===== src/rtl/hazard_fwd_ctrl_if.sv =====
// hazard_fwd_ctrl_if: D-stage operand/producer info in, forward selects and stall out
interface hazard_fwd_ctrl_if;
  logic       flush;
  logic [4:0] rs_d;
  logic [4:0] rt_d;
  logic [1:0] tuse_rs_d;
  logic [1:0] tuse_rt_d;
  logic [4:0] dst_d;
  logic [1:0] tnew_d;
  logic       pc8_d;
  logic [1:0] md_op_d;
  logic [2:0] forward_src_rs;
  logic [2:0] forward_src_rt;
  logic       stall;
  modport master (
    output flush, rs_d, rt_d, tuse_rs_d, tuse_rt_d, dst_d, tnew_d, pc8_d, md_op_d,
    input  forward_src_rs, forward_src_rt, stall
  );
  modport slave (
    input  flush, rs_d, rt_d, tuse_rs_d, tuse_rt_d, dst_d, tnew_d, pc8_d, md_op_d,
    output forward_src_rs, forward_src_rt, stall
  );
endinterface


===== src/rtl/hazard_fwd_ctrl.sv =====
// hazard_fwd_ctrl: D-stage Tnew/Tuse scoreboard, forward selects and mul/div stall.
// Define HAZARD_W_BYPASS_EN to forward W-stage matches as WD instead of RD.
module hazard_fwd_ctrl #(
  parameter int MULT_CYCLES = 5,
  parameter int DIV_CYCLES  = 10
) (
  input logic             clk,
  input logic             reset,
  hazard_fwd_ctrl_if.slave h
);
  typedef struct packed {
    logic [4:0] dst;
    logic [1:0] tnew;
    logic       pc8;
  } entry_t;
  localparam int MAX_CYCLES = MULT_CYCLES > DIV_CYCLES ? MULT_CYCLES : DIV_CYCLES;
  localparam int CW = $clog2(MAX_CYCLES + 1);
`ifdef HAZARD_W_BYPASS_EN
  localparam logic [2:0] W_CODE = 3'd4;
`else
  localparam logic [2:0] W_CODE = 3'd0;
`endif
  entry_t          e_q, e_d, m_q, m_d;
  logic [4:0]      w_dst_q, w_dst_d;
  logic            md_e_q, md_e_d, md_div_q, md_div_d;
  logic [CW-1:0]   busy_q, busy_d;
  logic [3:0]      rs_r, rt_r;
  logic            stall_raw;
  // Returns {stall, select} for one operand; youngest matching entry decides.
  function automatic logic [3:0] resolve(input logic [4:0] a, input logic [1:0] tuse,
                                         input entry_t e, input entry_t m, input logic [4:0] w_dst);
    logic       he, hm, hw;
    logic [1:0] tn;
    he = a != 5'd0 && e.dst == a;
    hm = a != 5'd0 && m.dst == a;
    hw = a != 5'd0 && w_dst == a;
    tn = he ? e.tnew : hm ? m.tnew : 2'd0;
    return {tuse != 2'd3 && tuse < tn,
            he ? (e.tnew == 2'd0 && e.pc8 ? 3'd1 : 3'd0) :
            hm ? (m.tnew == 2'd0 ? (m.pc8 ? 3'd3 : 3'd2) : 3'd0) :
            hw ? W_CODE : 3'd0};
  endfunction
  always_comb begin
    rs_r      = resolve(h.rs_d, h.tuse_rs_d, e_q, m_q, w_dst_q);
    rt_r      = resolve(h.rt_d, h.tuse_rt_d, e_q, m_q, w_dst_q);
    stall_raw = rs_r[3] | rt_r[3] | ((md_e_q || busy_q != '0) && h.md_op_d != 2'd0);
    w_dst_d   = m_q.dst;
    m_d       = entry_t'{dst: e_q.dst, tnew: e_q.tnew == 2'd0 ? 2'd0 : e_q.tnew - 2'd1, pc8: e_q.pc8};
    e_d       = stall_raw ? entry_t'('0) : entry_t'{dst: h.dst_d, tnew: h.tnew_d, pc8: h.pc8_d};
    md_e_d    = !stall_raw && (h.md_op_d == 2'd1 || h.md_op_d == 2'd2);
    md_div_d  = !stall_raw && h.md_op_d == 2'd2;
    busy_d    = md_e_q ? (md_div_q ? CW'(DIV_CYCLES) : CW'(MULT_CYCLES)) :
                busy_q != '0 ? busy_q - CW'(1) : busy_q;
  end
  // Reset masks outputs at once so a reset mid-divide releases the stall immediately.
  assign h.stall          = !reset && stall_raw;
  assign h.forward_src_rs = reset ? 3'd0 : rs_r[2:0];
  assign h.forward_src_rt = reset ? 3'd0 : rt_r[2:0];
  always_ff @(posedge clk) begin
    if (reset || h.flush) begin
      e_q      <= '0;
      m_q      <= '0;
      w_dst_q  <= '0;
      md_e_q   <= 1'b0;
      md_div_q <= 1'b0;
      busy_q   <= '0;
    end else begin
      e_q      <= e_d;
      m_q      <= m_d;
      w_dst_q  <= w_dst_d;
      md_e_q   <= md_e_d;
      md_div_q <= md_div_d;
      busy_q   <= busy_d;
    end
  end
endmodule


===== src/flat_wrapper.sv =====
// flat-port wrapper written by rule: the top's interface ports become plain ports
module hazard_fwd_ctrl_flat 
#(
  parameter int MULT_CYCLES = 5,
  parameter int DIV_CYCLES  = 10
)
  (clk, reset, h_flush, h_rs_d, h_rt_d, h_tuse_rs_d, h_tuse_rt_d, h_dst_d, h_tnew_d, h_pc8_d, h_md_op_d, h_forward_src_rs, h_forward_src_rt, h_stall);
  hazard_fwd_ctrl_if h_i ();
  input logic clk;
  input logic reset;
  input wire logic [$bits(h_i.flush)-1:0] h_flush;
  input wire logic [$bits(h_i.rs_d)-1:0] h_rs_d;
  input wire logic [$bits(h_i.rt_d)-1:0] h_rt_d;
  input wire logic [$bits(h_i.tuse_rs_d)-1:0] h_tuse_rs_d;
  input wire logic [$bits(h_i.tuse_rt_d)-1:0] h_tuse_rt_d;
  input wire logic [$bits(h_i.dst_d)-1:0] h_dst_d;
  input wire logic [$bits(h_i.tnew_d)-1:0] h_tnew_d;
  input wire logic [$bits(h_i.pc8_d)-1:0] h_pc8_d;
  input wire logic [$bits(h_i.md_op_d)-1:0] h_md_op_d;
  output wire logic [$bits(h_i.forward_src_rs)-1:0] h_forward_src_rs;
  output wire logic [$bits(h_i.forward_src_rt)-1:0] h_forward_src_rt;
  output wire logic [$bits(h_i.stall)-1:0] h_stall;
  assign h_i.flush = h_flush;
  assign h_i.rs_d = h_rs_d;
  assign h_i.rt_d = h_rt_d;
  assign h_i.tuse_rs_d = h_tuse_rs_d;
  assign h_i.tuse_rt_d = h_tuse_rt_d;
  assign h_i.dst_d = h_dst_d;
  assign h_i.tnew_d = h_tnew_d;
  assign h_i.pc8_d = h_pc8_d;
  assign h_i.md_op_d = h_md_op_d;
  assign h_forward_src_rs = h_i.forward_src_rs;
  assign h_forward_src_rt = h_i.forward_src_rt;
  assign h_stall = h_i.stall;
  hazard_fwd_ctrl #(.MULT_CYCLES(MULT_CYCLES), .DIV_CYCLES(DIV_CYCLES)) u_core (.clk(clk), .reset(reset), .h(h_i));
endmodule

===== config.mk =====
export PLATFORM = sky130hd
export DESIGN_NAME = hazard_fwd_ctrl_flat
export DESIGN_NICKNAME = d
export VERILOG_FILES = /design/src/rtl/hazard_fwd_ctrl_if.sv /design/src/rtl/hazard_fwd_ctrl.sv /design/src/flat_wrapper.sv
export SDC_FILE = /design/constraint.sdc
export NUM_CORES = 1
export LEC_CHECK = 0
export ABC_AREA = 0
export BUFFER_PORTS_ARGS = -buffer_cell sky130_fd_sc_hd__buf_2
export CAP_MARGIN = 20
export CORE_MARGIN = 4
export CORE_UTILIZATION = 30
export CTS_CLUSTER_DIAMETER = 150
export DETAILED_ROUTE_END_ITERATION = 7
export GPL_TIMING_DRIVEN = 1
export PLACE_DENSITY = 0.53
export SYNTH_ARGS = -nofsm -noshare
export SYNTH_HDL_FRONTEND = slang
export SYNTH_SLANG_ARGS = --single-unit

===== constraint.sdc =====
create_clock -name clk -period 5.39 [get_ports clk]
set_input_delay 1.617 -clock clk [delete_from_list [all_inputs] [get_ports clk]]
set_output_delay 1.617 -clock clk [all_outputs]
set_load 0.05 [all_outputs]

## Word level (Yosys, flattened, before mapping)

Index checks and enable logic that the tools add are counted.

- Word-level logic and storage cells: 64
- Register bits after elaboration: 22

- Multiplexer cells: 16
- Reduce and logical (&&, ||, !) cells: 25
- $lt $le $gt $ge: 2
- Bitwise operators: 2
- Add/subtract/negate cells: 2
- Equal/unequal tests: 8

Operators by type and width:

| cell | number |
|---|---|
| $mux W3 | 7 |
| $eq A5 B5 Y1 | 4 |
| $mux W4 | 3 |
| $logic_and A1 B1 Y1 | 11 |
| $reduce_bool A5 Y1 | 2 |
| $mux W2 | 4 |
| $logic_not A2 Y1 | 2 |
| $lt A2 B2 Y1 | 2 |
| $ne A2 B2 Y1 const B | 2 |
| $reduce_bool A2 Y1 | 2 |
| $reduce_bool A4 Y1 | 1 |
| $reduce_or A2 Y1 | 2 |
| $sub A4 B1 Y4 const B | 1 |
| $logic_or A1 B1 Y1 | 3 |
| $eq A2 B1 Y1 const B | 1 |
| $eq A2 B2 Y1 const B | 1 |
| $logic_not A1 Y1 | 2 |
| $mux W1 | 2 |
| $or A1 B1 Y1 | 2 |
| $sub A2 B1 Y2 const B | 1 |

## Longest topological paths before layout

Gate-level depths: netlist of the first run.

- Depth in word-level cells: 10
- Depth in mapped cells: 11
- Depth with buffers taken out: 10

## Worst setup path before layout of the first run

No wires, ideal clock.

- Path type: input -> output
- From: input port h_rs_d[1]
- To: output port h_stall
- Stages on the path: 10
- Buffers on the path: 0
- Path slack: -182 ps
- Arrival: 3,955 ps
- Cells stage by stage: or4_4 -> o211a_1 -> o211a_2 -> a22oi_1 -> ha_1 -> o21a_1 -> nor2_1 -> nor4b_1 -> a41o_1 -> o21ba_1

- Longest elaborated chain between the ends: 9

Ends and longest elaborated chain:

| what | RTL line | source |
|---|---|---|
| from (decl) | flat_wrapper.sv:12 | `input wire logic [$bits(h_i.rs_d)-1:0] h_rs_d;` |
| $eq A5 B5 Y1 or $reduce_bool A5 Y1 (tied branches) | hazard_fwd_ctrl.sv:35, hazard_fwd_ctrl.sv:34 |  |
| $logic_and A1 B1 Y1 | hazard_fwd_ctrl.sv:35 | `hm = a != 5'd0 && m.dst == a;` |
| $mux W2 | hazard_fwd_ctrl.sv:37 | `tn = he ? e.tnew : hm ? m.tnew : 2'd0;` |
| $mux W2 (*) | hazard_fwd_ctrl.sv:37 |  |
| $lt A2 B2 Y1 (*) | hazard_fwd_ctrl.sv:38 | `return {tuse != 2'd3 && tuse < tn,` |
| $logic_and A1 B1 Y1 (*) | hazard_fwd_ctrl.sv:38 |  |
| $or A1 B1 Y1 (*) (2 in a row) | hazard_fwd_ctrl.sv:46 | `stall_raw = rs_r[3] \| rt_r[3] \| ((md_e_q \|\| busy_q != '0) && h.md_op_d != 2'd0);` |
| $logic_and A1 B1 Y1 (*) | hazard_fwd_ctrl.sv:56 | `assign h.stall = !reset && stall_raw;` |
| to (decl) | flat_wrapper.sv:22 | `output wire logic [$bits(h_i.stall)-1:0] h_stall;` |

Every way passes the cells marked *; elsewhere a longest branch is shown, timed or not.

## Worst setup path after layout of the first run

Ends and elaborated chain as after synthesis.

==> flow_summary.yaml, run 1 <==
placed_design:
  io_buffers: 31
  dpl.cell_count: 249
  place_congestion: 0.773
  dp_hpwl_um: 2550
  placed_area_mm2: 0.00169
route:
  wl_per_cell_um: 11.8
  drc: 0
  totalWireLength_um: 3010
  drt_pass1_iterations: 4
  ant_nets: 0
  vias: 1195
  viasPerCell: 4.69
  dr.first_iter.drc_count: 42
power_and_ir_drop:
  swShare: 0.298
  power_leakage_nw: 0.820
  power.switching_mw: 0.150
  intPower_mw: 0.354
  vdd_drop_max_mv: 0.154
  p_comb_frac: 0.338
  pwr-share-clk: 0.292
  power.density_mw_per_mm2: 276
  p_seq_frac: 0.370
synth:
  synth_top_flop_cell: "dfxtp_1"
  synth.cell_area_mm2: 0.00135
  yosysUniqueCellTypes: 37
  yosysSeqAreaShare: 0.327
  syn_area_per_cell_um2: 8.97
  ys_warn_count: 0
  syn_inst: 150
  async_flop_share: 0
  synth-seq-cells: 22
  synth_edf_count: 0
outcome:
  status: "finished, violations left"
  violations: "setup timing"
timing:
  min_period_ns: 5.60
  tightest_slew_ns: 0.907
  min_period_over_period: 1.04
  setup_slack_ns: -0.210
  hold_ws_ns: 0.474
  setup_viol: 1
  slew_viol_final: 0
  finalSetupTns_ns: -0.210
  max_slew_margin: 0.393
  hold_viol_final: 0
  fmax_mhz: 179
  skew_ns: 0.00342
  rsz0062_at_grt: "true"
clock_network:
  holdBufCountCts: 0
  root_buffer: "clkbuf_8"
  cts.clk_slew.worst_paths_ns: 0.07
  cts_tree: "yes"
  clockBufferDepth: 2
  clkSinkCount: 22
  cts-buffers-inserted: 3
  clk_latency_ns: 0.25
  htreeDepth: 1
final_layout:
  stdcell_area_mm2: 0.00183
  area_delta_synth_final_pct: 35.9
  finish.net_count: 238
  drive_gt1_frac: 0.384
  layout_common_cells: "buf_2, buf_4, dfxtp_1"
  layout_commonest_cell: "buf_2"
  instances_no_fill: 255
  diodes: 0
  final_util: 0.420
critical_path:
  reg2reg_slack_ns: 2.86
  worstSetupPathType: "primary input to primary output"
  cp-end-kind: "primary output"
  critPathLaunch: "h_rs_d[1]"
  crit_arrival_ns: 3.98
  rr_startpoint: "u_core.e_q[7]"
  setup.worst_path.start_class: "primary input"
  worstPathMaxFanout: 3
  r2r-end: "u_core.md_e_q"
  required_ns: 3.77
  reg2reg_depth: 12
min_path:
  min_to: "u_core.m_q[1]"
  hold_depth: 1
  hold_path_class: "flop to flop"
  worstHoldStart: "u_core.e_q[1]"
floorplanning:
  fp-row-count: 24
  die_y_um: 75.0
  core_area_mm2: 0.00435
  initial_core_util: 0.309
  io_pins: 34
  die_w_um: 75.0
  die_area_mm2: 0.00562
global_route:
  gr-usage-met1: 0.170
  grt_usage: 0.113
  gr-max-usage-layer: "met1"
  grt_first_pass_wirelength_um: 4960
  grt-ovfl-total: 0
  met2_usage: 0.164
  antenna_found_initial: 0
  grt_max_degree: 18
  grt_pass1_vias: 1147
  grtUsageMet3: 0.0214
flow_run:
  maxCapViolCount: 0
critical path, cell delays in order:
cell,delay [ns]
buf_6,0.09
or4_4,0.53
o211ai_1,0.23
nor2_1,0.09
a22oi_1,0.18
ha_1,0.16
o21a_1,0.12
nor2_2,0.05
a211o_1,0.28
a211o_1,0.27
o21ba_4,0.21
buf_8,0.14
power by group through the flow:
| stage | clock [mW] | combinational, mW | sequential [mW] |
|---|---|---|---|
| 2_1_floorplan | 0 | 0.120 | 0.187 |
| 5_1_grt | 0.159 | 0.189 | 0.188 |
| 4_1_cts | 0.152 | 0.170 | 0.187 |
| 3_3_place_gp | 0 | 0.160 | 0.190 |
| 6_report | 0.147 | 0.170 | 0.187 |
| 3_5_place_dp | 0 | 0.161 | 0.190 |
state kept, by name (all words and copies together), names as in the netlist:
name             cells
u_core.w_dst_d       5
u_core.e_q           8
u_core.md_div_q      1
u_core.busy_q        4
u_core.m_q           3
u_core.md_e_q        1
worst max path at each step:
stage | to | slack, ns | cells after the start
after floorplan | h_forward_src_rs[1] | 0.006 | 4
after global placement | h_stall | -0.32 | 12
after detailed placement | h_stall | -0.37 | 12
after CTS | h_stall | -0.22 | 12
after global routing | h_stall | -0.39 | 12
final | h_stall | -0.21 | 12
stage by stage:
| stage | worst slack, ns | power [mW] |
|---|---|---|
| 4_1_cts | -0.224 | 0.508 |
| 3_3_place_gp | -0.325 | 0.351 |
| 3_5_place_dp | -0.369 | 0.351 |
| 5_1_grt | -0.385 | 0.537 |
| 6_report | -0.210 | 0.504 |
| 2_1_floorplan | 0.00599 | 0.306 |
kinds of logic after synthesis:
family                     share of synthesized area
muxes                                        0.00744
xor gates and xnor gates                       0.150
DFF                                            0.327
other                                        0.00279
and+or+nand+nor                                0.274
buffers and inverters                         0.0502
adders and majority gates                     0.0651
AOI/OAI and AO/OA                              0.123
cell type report:
class	count	area (um2)
flip-flops and latches	22	440
clock inverters	1	30.0
inverters	8	30.0
fillers	436	2530
clock buffers	3	41.3
multi-input cells	116	885
well taps	52	65.1
repair buffers	53	337
Yosys cell counts, types with 3 or more instances:
library cell  instances  area (um2)
xor2_1                8        70.1
xnor2_1              15         131
o21a_1                3        22.5
dfxtp_1              22         440
and2_1                6        37.5
nor3_2               10         100
nand3_1               3        15.0
nor3_1                6        30.0
nor2_1               12        45.0
a21oi_1               3        15.0
inv_1                 8        30.0
nand2_1              15        56.3
buf_4                 3        22.5
ha_1                  7        87.6
layer usage:
layer / wire, um / share of wire / vias to the layer above
met4: 25 / 0.0083 / 0
met1: 1500 / 0.50 / 535
met2: 1250 / 0.42 / 35
met3: 226 / 0.075 / 4
met5: 0 / 0 / -
li1: - / - / 621
what timing repair did:
item / 4_1_cts / 5_1_grt
endpoints found under the setup margin: 1 / 1
pin swaps: 4 / 2
gates resized for setup: 10 / 0
setup buffers: 1 / 1
(Power assumes the default switching activity.)
==> run 2: changes to the inputs <==
==> constraint.sdc (replaced) <==
create_clock -name clk -period 6.79 [get_ports clk]
set_input_delay 2.037 -clock clk [delete_from_list [all_inputs] [get_ports clk]]
set_output_delay 2.037 -clock clk [all_outputs]
set_load 0.05 [all_outputs]
==> flow_summary.yaml, run 2 (synthesis results as in run 1) <==
critical_path:
  worstPathMaxFanout: 4
  reg2reg_slack_ns: 4.29
  required_ns: 4.75
  r2r-end: "u_core.e_q[1]"
  reg2reg_depth: 11
  setup.worst_path.start_class: "primary input"
  cp-end-kind: "primary output"
  rr_startpoint: "u_core.e_q[5]"
  worstSetupPathType: "primary input to primary output"
  crit_arrival_ns: 4.51
clock_network:
  root_buffer: "clkbuf_8"
  clockBufferDepth: 2
  cts.clk_slew.worst_paths_ns: 0.07
  htreeDepth: 1
  clk_latency_ns: 0.25
  cts-buffers-inserted: 3
  clkSinkCount: 22
  cts_tree: "yes"
route:
  vias: 1086
  totalWireLength_um: 2930
  drt_pass1_iterations: 4
  wl_per_cell_um: 12.5
  ant_nets: 0
  viasPerCell: 4.62
  drc: 0
  dr.first_iter.drc_count: 67
power_and_ir_drop:
  p_comb_frac: 0.349
  power_leakage_nw: 0.701
  p_seq_frac: 0.428
  pwr-share-clk: 0.223
  vdd_drop_max_mv: 0.0802
  swShare: 0.333
  intPower_mw: 0.230
  power.density_mw_per_mm2: 213
  power.switching_mw: 0.115
flow_run:
  maxCapViolCount: 0
global_route:
  grt_first_pass_wirelength_um: 4690
  grt_max_degree: 18
  antenna_found_initial: 0
  grt_usage: 0.111
  grt-ovfl-total: 0
  grt_pass1_vias: 1065
timing:
  rsz0062_at_grt: "false"
  skew_ns: 0.00284
  min_period_over_period: 0.964
  hold_viol_final: 0
  tightest_slew_ns: 0.974
  setup_viol: 0
  slew_viol_final: 0
  min_period_ns: 6.54
  finalSetupTns_ns: 0
  fmax_mhz: 153
  max_slew_margin: 0.348
floorplanning:
  die_y_um: 75.0
  initial_core_util: 0.309
  die_w_um: 75.0
  core_area_mm2: 0.00435
  io_pins: 34
  fp-row-count: 24
  die_area_mm2: 0.00562
placed_design:
  placed_area_mm2: 0.00155
  io_buffers: 31
  place_congestion: 0.822
  dp_hpwl_um: 2420
min_path:
  worstHoldStart: "u_core.e_q[1]"
  min_to: "u_core.m_q[1]"
  hold_path_class: "flop to flop"
  hold_depth: 1
final_layout:
  diodes: 0
  regMostFlops: "u_core.e_q"
  stdcell_area_mm2: 0.00162
  layout_common_cells: "buf_2, dfxtp_1, xnor2_1, nand2_1, nor2_1"
  drive_gt1_frac: 0.295
  layout_commonest_cell: "buf_2"
  area_delta_synth_final_pct: 20.1
  finish.net_count: 219
  largest_reg_flops: 8
outcome:
  status: "completed"
[run 2: power by group through the flow]
stage	logic, mW	registers, mW	clock network [mW]
6_report	0.120	0.148	0.0768
5_1_grt	0.135	0.149	0.0842
4_1_cts	0.119	0.148	0.0816
3_5_place_dp	0.117	0.151	0
3_3_place_gp	0.118	0.151	0
2_1_floorplan	0.0928	0.148	0
[run 2: worst max path at each step]
| stage | start | end | depth (start not counted) |
|---|---|---|---|
| after detailed placement | h_rs_d[1] | h_stall | 12 |
| after global placement | h_rs_d[1] | h_stall | 12 |
| after floorplan | h_rs_d[1] | h_stall | 10 |
| final | h_rt_d[0] | h_stall | 11 |
| after CTS | h_rs_d[1] | h_stall | 12 |
| after global routing | h_rs_d[1] | h_stall | 12 |
[run 2: cell type report]
class	instances	area [um2]
Timing Repair Buffer	34	180
Inverter	8	30.0
Tap cell	52	65.1
Multi-Input combinational cell	116	858
Sequential cell	22	440
Fill cell	453	2740
Clock buffer	3	41.3
[run 2: per-stage QoR]
| stage | worst slack, ns | total power [mW] | utilization | hold WS [ns] | std cells |
|---|---|---|---|---|---|
| after floorplan | 0.378 | 0.241 | - | 0.420 | 151 |
| after global placement | 0.103 | 0.269 | 0.355 | 0.475 | 231 |
| after detailed placement | 0.0658 | 0.268 | 0.355 | 0.460 | 231 |
| after CTS | 0.0632 | 0.348 | 0.365 | 0.468 | 234 |
| after global routing | 0.0410 | 0.368 | 0.371 | 0.495 | 235 |
| final | 0.247 | 0.345 | 0.371 | 0.462 | 235 |
[run 2: critical path, cell delays in order]
cell,delay (ns)
buf_2,0.12
or4_1,0.54
o211ai_1,0.17
o21ba_2,0.21
a32oi_1,0.24
ha_1,0.20
a211oi_1,0.05
a211o_1,0.26
a211o_1,0.26
o21ba_1,0.20
clkbuf_4,0.21
[run 2: routing by layer]
metal / routed length, um / vias to the layer above / GRT usage / share of wire
li1: - / 580 / - / -
met1: 1410 / 475 / 0.150 / 0.48
met2: 1310 / 29 / 0.169 / 0.45
met3: 170 / 2 / 0.0160 / 0.058
met4: 34 / 0 / 0.0593 / 0.012
met5: 0 / - / 0 / 0
[run 2: timing repair]
| item | in CTS | in global routing |
|---|---|---|
| endpoints found under the setup margin | 0 | 1 |
| setup buffers | 0 | 1 |
| resized for setup | 0 | 4 |
| hold buffers | 0 | 0 |
